[config.mk]
export PLATFORM = sky130hd
export DESIGN_NAME = shift_mix_key_stage
export DESIGN_NICKNAME = d
export VERILOG_FILES = /design/src/rtl/shift_mix_key_stage.sv
export SDC_FILE = /design/constraint.sdc
export NUM_CORES = 1
export LEC_CHECK = 0
export CORE_MARGIN = 1.5
export CORE_UTILIZATION = 54
export DETAILED_ROUTE_END_ITERATION = 7
export PLACE_DENSITY = 0.86
export SKIP_LAST_GASP = 1
export SLEW_MARGIN = 40
export SYNTH_ARGS = -nofsm -noshare
export SYNTH_HDL_FRONTEND = slang
export SYNTH_SLANG_ARGS = --single-unit
[constraint.sdc]
create_clock -name clk -period 2.1 [get_ports clk]
set_clock_uncertainty 0.15 [all_clocks]
set_input_delay 0.525 -clock clk [delete_from_list [all_inputs] [get_ports clk]]
set_output_delay 0.525 -clock clk [all_outputs]
set_load 0.02 [all_outputs]
[src/rtl/shift_mix_key_stage.sv]
// Two-register elastic stage: ShiftRows into S1, then MixColumns (skipped on the
// last round) and AddRoundKey into S2. The tag rides along unchanged.
module shift_mix_key_stage #(
  parameter int TAG_W = 4
) (
  input  logic             clk,
  input  logic             rst_n,
  input  logic             inValid,
  output logic             inReady,
  input  logic [127:0]     inState,
  input  logic [127:0]     inKey,
  input  logic             inLast,
  input  logic [TAG_W-1:0] inTag,
  output logic             outValid,
  input  logic             outReady,
  output logic [127:0]     outState,
  output logic [TAG_W-1:0] outTag,
  output logic             busy
);

  // Handshake: a beat moves on a rising edge where valid && ready. A producer
  // holds valid and its data until that edge; ready never depends on valid.

  logic             r_v1;
  logic [127:0]     r_sr;
  logic [127:0]     r_key;
  logic             r_last;
  logic [TAG_W-1:0] r_tag1;

  logic             r_v2;
  logic [127:0]     r_out;
  logic [TAG_W-1:0] r_tag2;

  logic             w_s2_free;
  logic             w_s1_move;
  logic             w_in_xfer;
  logic [127:0]     w_sr_next;
  logic [127:0]     w_mixed;
  logic [127:0]     w_s2_next;

  // Byte (r, c) lives at bits [127-8*(4c+r) -: 8].
  function automatic logic [127:0] f_shift_rows(input logic [127:0] s);
    logic [127:0] o;
    o = '0;
    for (int c = 0; c < 4; c++) begin
      for (int r = 0; r < 4; r++) begin
        o[127-8*(4*c+r) -: 8] = s[127-8*(4*((c+r)%4)+r) -: 8];
      end
    end
    return o;
  endfunction

  function automatic logic [7:0] f_xtime(input logic [7:0] x);
    return {x[6:0], 1'b0} ^ (x[7] ? 8'h1b : 8'h00);
  endfunction

  function automatic logic [31:0] f_mix_column(input logic [31:0] col);
    logic [7:0] a0, a1, a2, a3;
    logic [7:0] b0, b1, b2, b3;
    a0 = col[31:24];
    a1 = col[23:16];
    a2 = col[15:8];
    a3 = col[7:0];
    b0 = f_xtime(a0) ^ (f_xtime(a1) ^ a1) ^ a2 ^ a3;
    b1 = a0 ^ f_xtime(a1) ^ (f_xtime(a2) ^ a2) ^ a3;
    b2 = a0 ^ a1 ^ f_xtime(a2) ^ (f_xtime(a3) ^ a3);
    b3 = (f_xtime(a0) ^ a0) ^ a1 ^ a2 ^ f_xtime(a3);
    return {b0, b1, b2, b3};
  endfunction

  function automatic logic [127:0] f_mix_columns(input logic [127:0] s);
    logic [127:0] o;
    o = '0;
    for (int c = 0; c < 4; c++) begin
      o[127-32*c -: 32] = f_mix_column(s[127-32*c -: 32]);
    end
    return o;
  endfunction

  assign w_s2_free = !r_v2 || outReady;
  assign w_s1_move = r_v1 && w_s2_free;
  assign inReady   = !r_v1 || w_s2_free;
  assign w_in_xfer = inValid && inReady;

  assign w_sr_next = f_shift_rows(inState);
  assign w_mixed   = f_mix_columns(r_sr);
  assign w_s2_next = (r_last ? r_sr : w_mixed) ^ r_key;

  always_ff @(posedge clk or negedge rst_n) begin
    if (!rst_n) begin
      r_v1   <= 1'b0;
      r_sr   <= '0;
      r_key  <= '0;
      r_last <= 1'b0;
      r_tag1 <= '0;
    end else if (w_in_xfer) begin
      r_v1   <= 1'b1;
      r_sr   <= w_sr_next;
      r_key  <= inKey;
      r_last <= inLast;
      r_tag1 <= inTag;
    end else if (w_s1_move) begin
      r_v1 <= 1'b0;
    end
  end

  // S2 only changes when S1 hands over, so a stalled output stays stable.
  always_ff @(posedge clk or negedge rst_n) begin
    if (!rst_n) begin
      r_v2   <= 1'b0;
      r_out  <= '0;
      r_tag2 <= '0;
    end else if (w_s1_move) begin
      r_v2   <= 1'b1;
      r_out  <= w_s2_next;
      r_tag2 <= r_tag1;
    end else if (outReady) begin
      r_v2 <= 1'b0;
    end
  end

  assign outValid = r_v2;
  assign outState = r_out;
  assign outTag   = r_tag2;
  assign busy     = r_v1 | r_v2;

endmodule

# Word level (Yosys, flattened, before mapping)

Index checks and enable logic that the tools add are counted.

Bits in registers: 395
Input port bits: 265

Multiplexer cells: 21
Reductions and logical operators: 8
Bitwise logic cells: 82

Operator list:

| kind                                 | count |
|---|---|
| 8-bit XOR                            | 64 |
| 128-bit two-way mux                  | 1 |
| 128-bit XOR                          | 1 |
| 8-bit by 5-bit XOR with 8-bit output | 16 |
| 5-bit two-way mux                    | 16 |
| 1-bit two-way mux                    | 4 |
| 2-bit nonzero test                   | 2 |
| 1-bit logical AND                    | 2 |
| 1-bit zero test                      | 2 |
| 1-bit logical OR                     | 2 |
| 1-bit bitwise OR                     | 1 |

# Longest topological paths before layout

Depth after elaboration: 8
Mapped depth: 7
Mapped depth without buffers: 5

# Worst setup path before layout

No wires, ideal clock.

Kind: input-to-reg
From: input port outReady
To: register r_key[100]
Library setup time: 125 ps
Stages on the path: 5
Data arrival time: 1,916 ps
Path buffers: 2
Path slack: -91 ps
Cell sequence: nand3b_1 -> nand2_1 -> clkbuf_1 -> buf_2 -> mux2_2

Word-level cells in the longest chain between the ends: 3

RTL lines:

| item                   | RTL line | source |
|---|---|---|
| start: declaration     | 15       | `input logic outReady,` |
| 1-bit logical OR       | 80       | `assign w_s2_free = !r_v2 \|\| outReady;` |
| 1-bit logical OR       | 82       | `assign inReady = !r_v1 \|\| w_s2_free;` |
| 1-bit logical AND      | 83       | `assign w_in_xfer = inValid && inReady;` |
| end signal: assignment | 99       | `r_key <= inKey;` |
| end: declaration       | 26       | `logic [127:0] r_key;` |

Every way passes these cells.
A chain may end at the register's enable or synchronous reset.

# Worst setup path after layout

From: register r_v1
To: output port busy

Word-level cells in the longest chain between the ends: 1

RTL lines:

| item                     | RTL line | source |
|---|---|---|
| start: declaration       | 24       | `logic r_v1;` |
| start signal: assignment | 91       | `r_v1 <= 1'b0;` |
| start signal: assignment | 97       | `r_v1 <= 1'b1;` |
| start signal: assignment | 103      | `r_v1 <= 1'b0;` |
| 1-bit bitwise OR         | 125      | `assign busy = r_v1 \| r_v2;` |
| end: declaration         | 18       | `output logic busy` |

Every way passes these cells.

==> out/results.txt <==
The detailed-placement wirelength estimate is 42200 um. Entering global routing, the biggest net connects 69 pins. Fraction of post-synthesis cell area in the top cell type by area: 0.445. The clock transition at the register clock pins on the worst setup and hold paths after CTS was 0.07 ns. Total routing resource utilization after global routing: 0.276. The type of origin of the critical path was a flip-flop. The layout has 2638 filler cells. The met2 track demand over resource is 0.459.

The total overflow left after global routing is 0. The initial antenna violation count came out at 2. The design draws 35.0 mW. Counting cells, the worst reg-to-reg path comes to 6.

The height of the die is 206 um. The initial core utilization is 0.545, and the count of routing violations after the opening detailed-route iteration is 865. The routed layout has 14800 vias.

The switching fraction of total power was 0.348. The run gives 0 as the number of DRC violations after detailed routing. Before antenna repair, the detailed router went through 5 iterations. The number of max-slew violations in the final report is 0.

The checks that failed: setup timing. The count of buffers added on input and output ports is 399. The multi-input combinational cell area was 11900 um2. The horizontal die dimension was 206 um.

Clock tree synthesis found a total of 395 sinks. The floorplan step defined a die boundary enclosing 42300 um2. The leading cell type in the layout, fill and taps excluded was sky130_fd_sc_hd__dfrtp_1. The wire length of the first global-routing pass is 89000 um, and the arrival time at the worst endpoint is 1.59 ns. Dividing total power by cell area gives a power density of 1190 nW/um2.

The remaining antenna violation count after routing is 0. The final estimated routing congestion in global placement is 0.864. The run gives 3 as the setup violation total in the final timing report.

Summing every instance area after synthesis gives 22200 um2. Counting distinct cell types in the post-synthesis netlist gives 34. Final instance area: 29300 um2. For the worst-skew pair, the clock arrives at the later sink with an insertion delay of 0.56 ns. Smallest setup slack after layout: -0.168 ns. The flow ran to the end, but the final reports show violations. The library cells used most frequently in the layout, excluding fill and tap cells, are sky130_fd_sc_hd__dfrtp_1, sky130_fd_sc_hd__mux2_2, sky130_fd_sc_hd__clkdlybuf4s50_1. The sequential cell area fraction in the yosys report came out at 0.445. The run gives 0.225 as the part of the total power dissipated in the clock network. The number of synthesis warnings came out at 0.

The average instance in the mapped netlist occupies 13.0 um2. The met3 track demand over resource was 0.0518. Setup repair after global routing could not meet its margin everywhere. After floorplanning, the core was sized to cover 40700 um2.

For the number of hold violations in the final report, the log shows 0. The final cycle utilization of the critical path works out to 1.08. The global routing usage on met1 was 0.359; the routed length per placed instance was 21.3 um. Total CTS buffers: 42. In this run the power spent charging and discharging nets is 12.2 mW.

The worst slack at placement came out at -0.346 ns. Dividing the detail-routed via count by the number of cells gives 5.40. The portion of total power attributed to combinational logic is 0.450, and the top-level port count is 400. The final wirelength is 58200 um, and the area added between synthesis and finish is 32.0%.

At the pin with the least slew margin, the transition time is 0.483 ns. For the static power due to leakage, the log shows 13.7 nW. The most used routing layer was met2.

The worst register-to-register path ends at outState[43]$_DFFE_PN0P_. Counting flops and latches in the post-synthesis netlist gives 395. The clock tree buffer depth was 3; the footprint of the flip-flops and latches was 9910 um2. The worst hold slack came out at 0.319 ns. Derived from the worst setup path, the maximum achievable clock frequency is 0.441 GHz. Max-slew headroom at the worst pin: 0.675. The logs give 1972 for the net count of the mapped netlist and 2 for the number of levels in the clock H-tree. The tools report the part of the power in registers as 0.325. Layout cell share with drive strength beyond 1: 0.255. The cell sitting at the root of the clock tree is a sky130_fd_sc_hd__clkbuf_16. For the post-place instance area, the log shows 27700 um2.

The clock period minus final worst setup slack is 2.27 ns, and the synthesized instance count is 1707. Number of placement rows: 74. The tools report the internal power as 22.8 mW. In this run the worst hold path is classified as input port to async pin.

After synthesis, the cell types taking the most area are sky130_fd_sc_hd__dfrtp_1, sky130_fd_sc_hd__xnor3_1, sky130_fd_sc_hd__mux2_2. The critical path start-end classification was flip-flop to output pin. TritonCTS built the clock tree. Along the worst path, the maximum fanout reaches 5. The number of maximum-capacitance constraint violations is 0, and the slack of the worst reg-to-reg path is -0.03 ns. sky130_fd_sc_hd__dfrtp_1 takes more of the synthesized area than any other cell.

Across the VDD grid, the largest voltage drop is 0.857 mV. For the worst path required time, the log shows 1.42 ns. The worst setup path is captured at an output pin. The startpoint identified for the worst register-to-register timing path is r_sr[42]$_DFFE_PN0P_. The count of nets after finishing came out at 2431.

The tools report the number of global-route vias before repair as 15900.
-- worst max path at each step --
stage	slack (ns)	endpoint	start	cells past startpoint
global route	-0.22	busy	outValid$_DFFE_PN0P_	2
CTS	-0.21	busy	r_v1$_DFFE_PN0P_	2
floorplan	-0.03	r_key[0]$_DFFE_PN0P_	outReady	5
finish	-0.17	busy	r_v1$_DFFE_PN0P_	2
detailed placement	-0.35	inReady	outReady	3
global placement	-0.32	inReady	outReady	3
-- per-layer routing --
layer	up-vias	routed length (um)
met1	7451	23800
met3	111	3450
met2	495	29100
li1	6700	-
met4	0	1900
met5	-	0
-- cells in the mapped netlist --
master,number
sky130_fd_sc_hd__or4_1,3
sky130_fd_sc_hd__o2111ai_1,3
sky130_fd_sc_hd__o21ai_0,130
sky130_fd_sc_hd__xor2_4,2
sky130_fd_sc_hd__xnor2_1,153
sky130_fd_sc_hd__or2_2,1
sky130_fd_sc_hd__xor3_2,1
sky130_fd_sc_hd__clkbuf_2,8
sky130_fd_sc_hd__nor3_1,3
sky130_fd_sc_hd__nand2_1,202
sky130_fd_sc_hd__mux2i_1,59
sky130_fd_sc_hd__nand2b_1,3
sky130_fd_sc_hd__nand3_1,3
sky130_fd_sc_hd__nand3b_1,1
sky130_fd_sc_hd__buf_6,5
sky130_fd_sc_hd__xor3_1,22
sky130_fd_sc_hd__o21ai_1,47
sky130_fd_sc_hd__a21oi_1,3
sky130_fd_sc_hd__and3_1,2
sky130_fd_sc_hd__xnor2_2,11
sky130_fd_sc_hd__buf_1,13
sky130_fd_sc_hd__a221o_1,2
sky130_fd_sc_hd__o21ai_2,8
sky130_fd_sc_hd__xor2_2,1
sky130_fd_sc_hd__and2_1,1
sky130_fd_sc_hd__mux2_2,263
sky130_fd_sc_hd__clkbuf_1,59
sky130_fd_sc_hd__xor2_1,106
sky130_fd_sc_hd__xnor3_1,135
sky130_fd_sc_hd__dfrtp_1,395
sky130_fd_sc_hd__nor2_1,1
sky130_fd_sc_hd__xnor2_4,4
sky130_fd_sc_hd__buf_2,52
sky130_fd_sc_hd__buf_4,5
-- critical path, stage by stage (launching register included) --
cell,delay [ns]
sky130_fd_sc_hd__dfrtp_2,0.44
sky130_fd_sc_hd__or2_2,0.27
sky130_fd_sc_hd__dlygate4sd2_1,0.32
-- through the flow --
stage	cells	setup TNS [ns]	util
4_1_cts	2723	-0.415	0.714
6_report	2734	-0.206	0.719
5_1_grt	2732	-0.345	0.719
3_3_place_gp	2645	-67.64	0.680
2_1_floorplan	1707	-2.63	-
3_5_place_dp	2645	-85.47	0.680
-- power groups by stage --
stage	clock, mW	combinational [mW]	sequential, mW
6_report	7.87	15.7	11.4
2_1_floorplan	0	9.22	12.3
4_1_cts	8.01	15.6	11.3
3_5_place_dp	0	16.2	11.4
3_3_place_gp	0	15.7	11.3
5_1_grt	8.32	16.8	11.6
-- final cells by class --
class                      count  area share
timing repair buffer         557       0.184
antenna                        5    0.000427
clock buffer                  61      0.0425
clock inverter                14     0.00696
tap                          532      0.0227
multi-input combinational   1170       0.405
sequential                   395       0.338
-- what timing repair did --
action,4_1_cts,5_1_grt
endpoints found under the setup margin,150,43
gates resized for setup,148,44
hold endpoints to repair,24,0
hold buffers,1,0
setup buffers,2,6
pin swaps,3,11
-- sequential cells by signal, summed over array words and instances (netlist names) --
name,flops
outTag,4
r_sr,128
outState,128
r_v1,1
outValid,1
r_key,128
r_last,1
r_tag1,4
-- logic make-up (layout without fill, tap and decap cells) --
family,after synthesis,after routing,synth area share
muxes,322,322,0.160
AOI/OAI and AO/OA,193,193,0.0458
xor gates and xnor gates,435,435,0.280
and+or+nand+nor,220,220,0.0390
other,0,5,0
DFF,395,395,0.445
buffers and inverters,142,632,0.0299
Power figures use the tool's default switching activity.
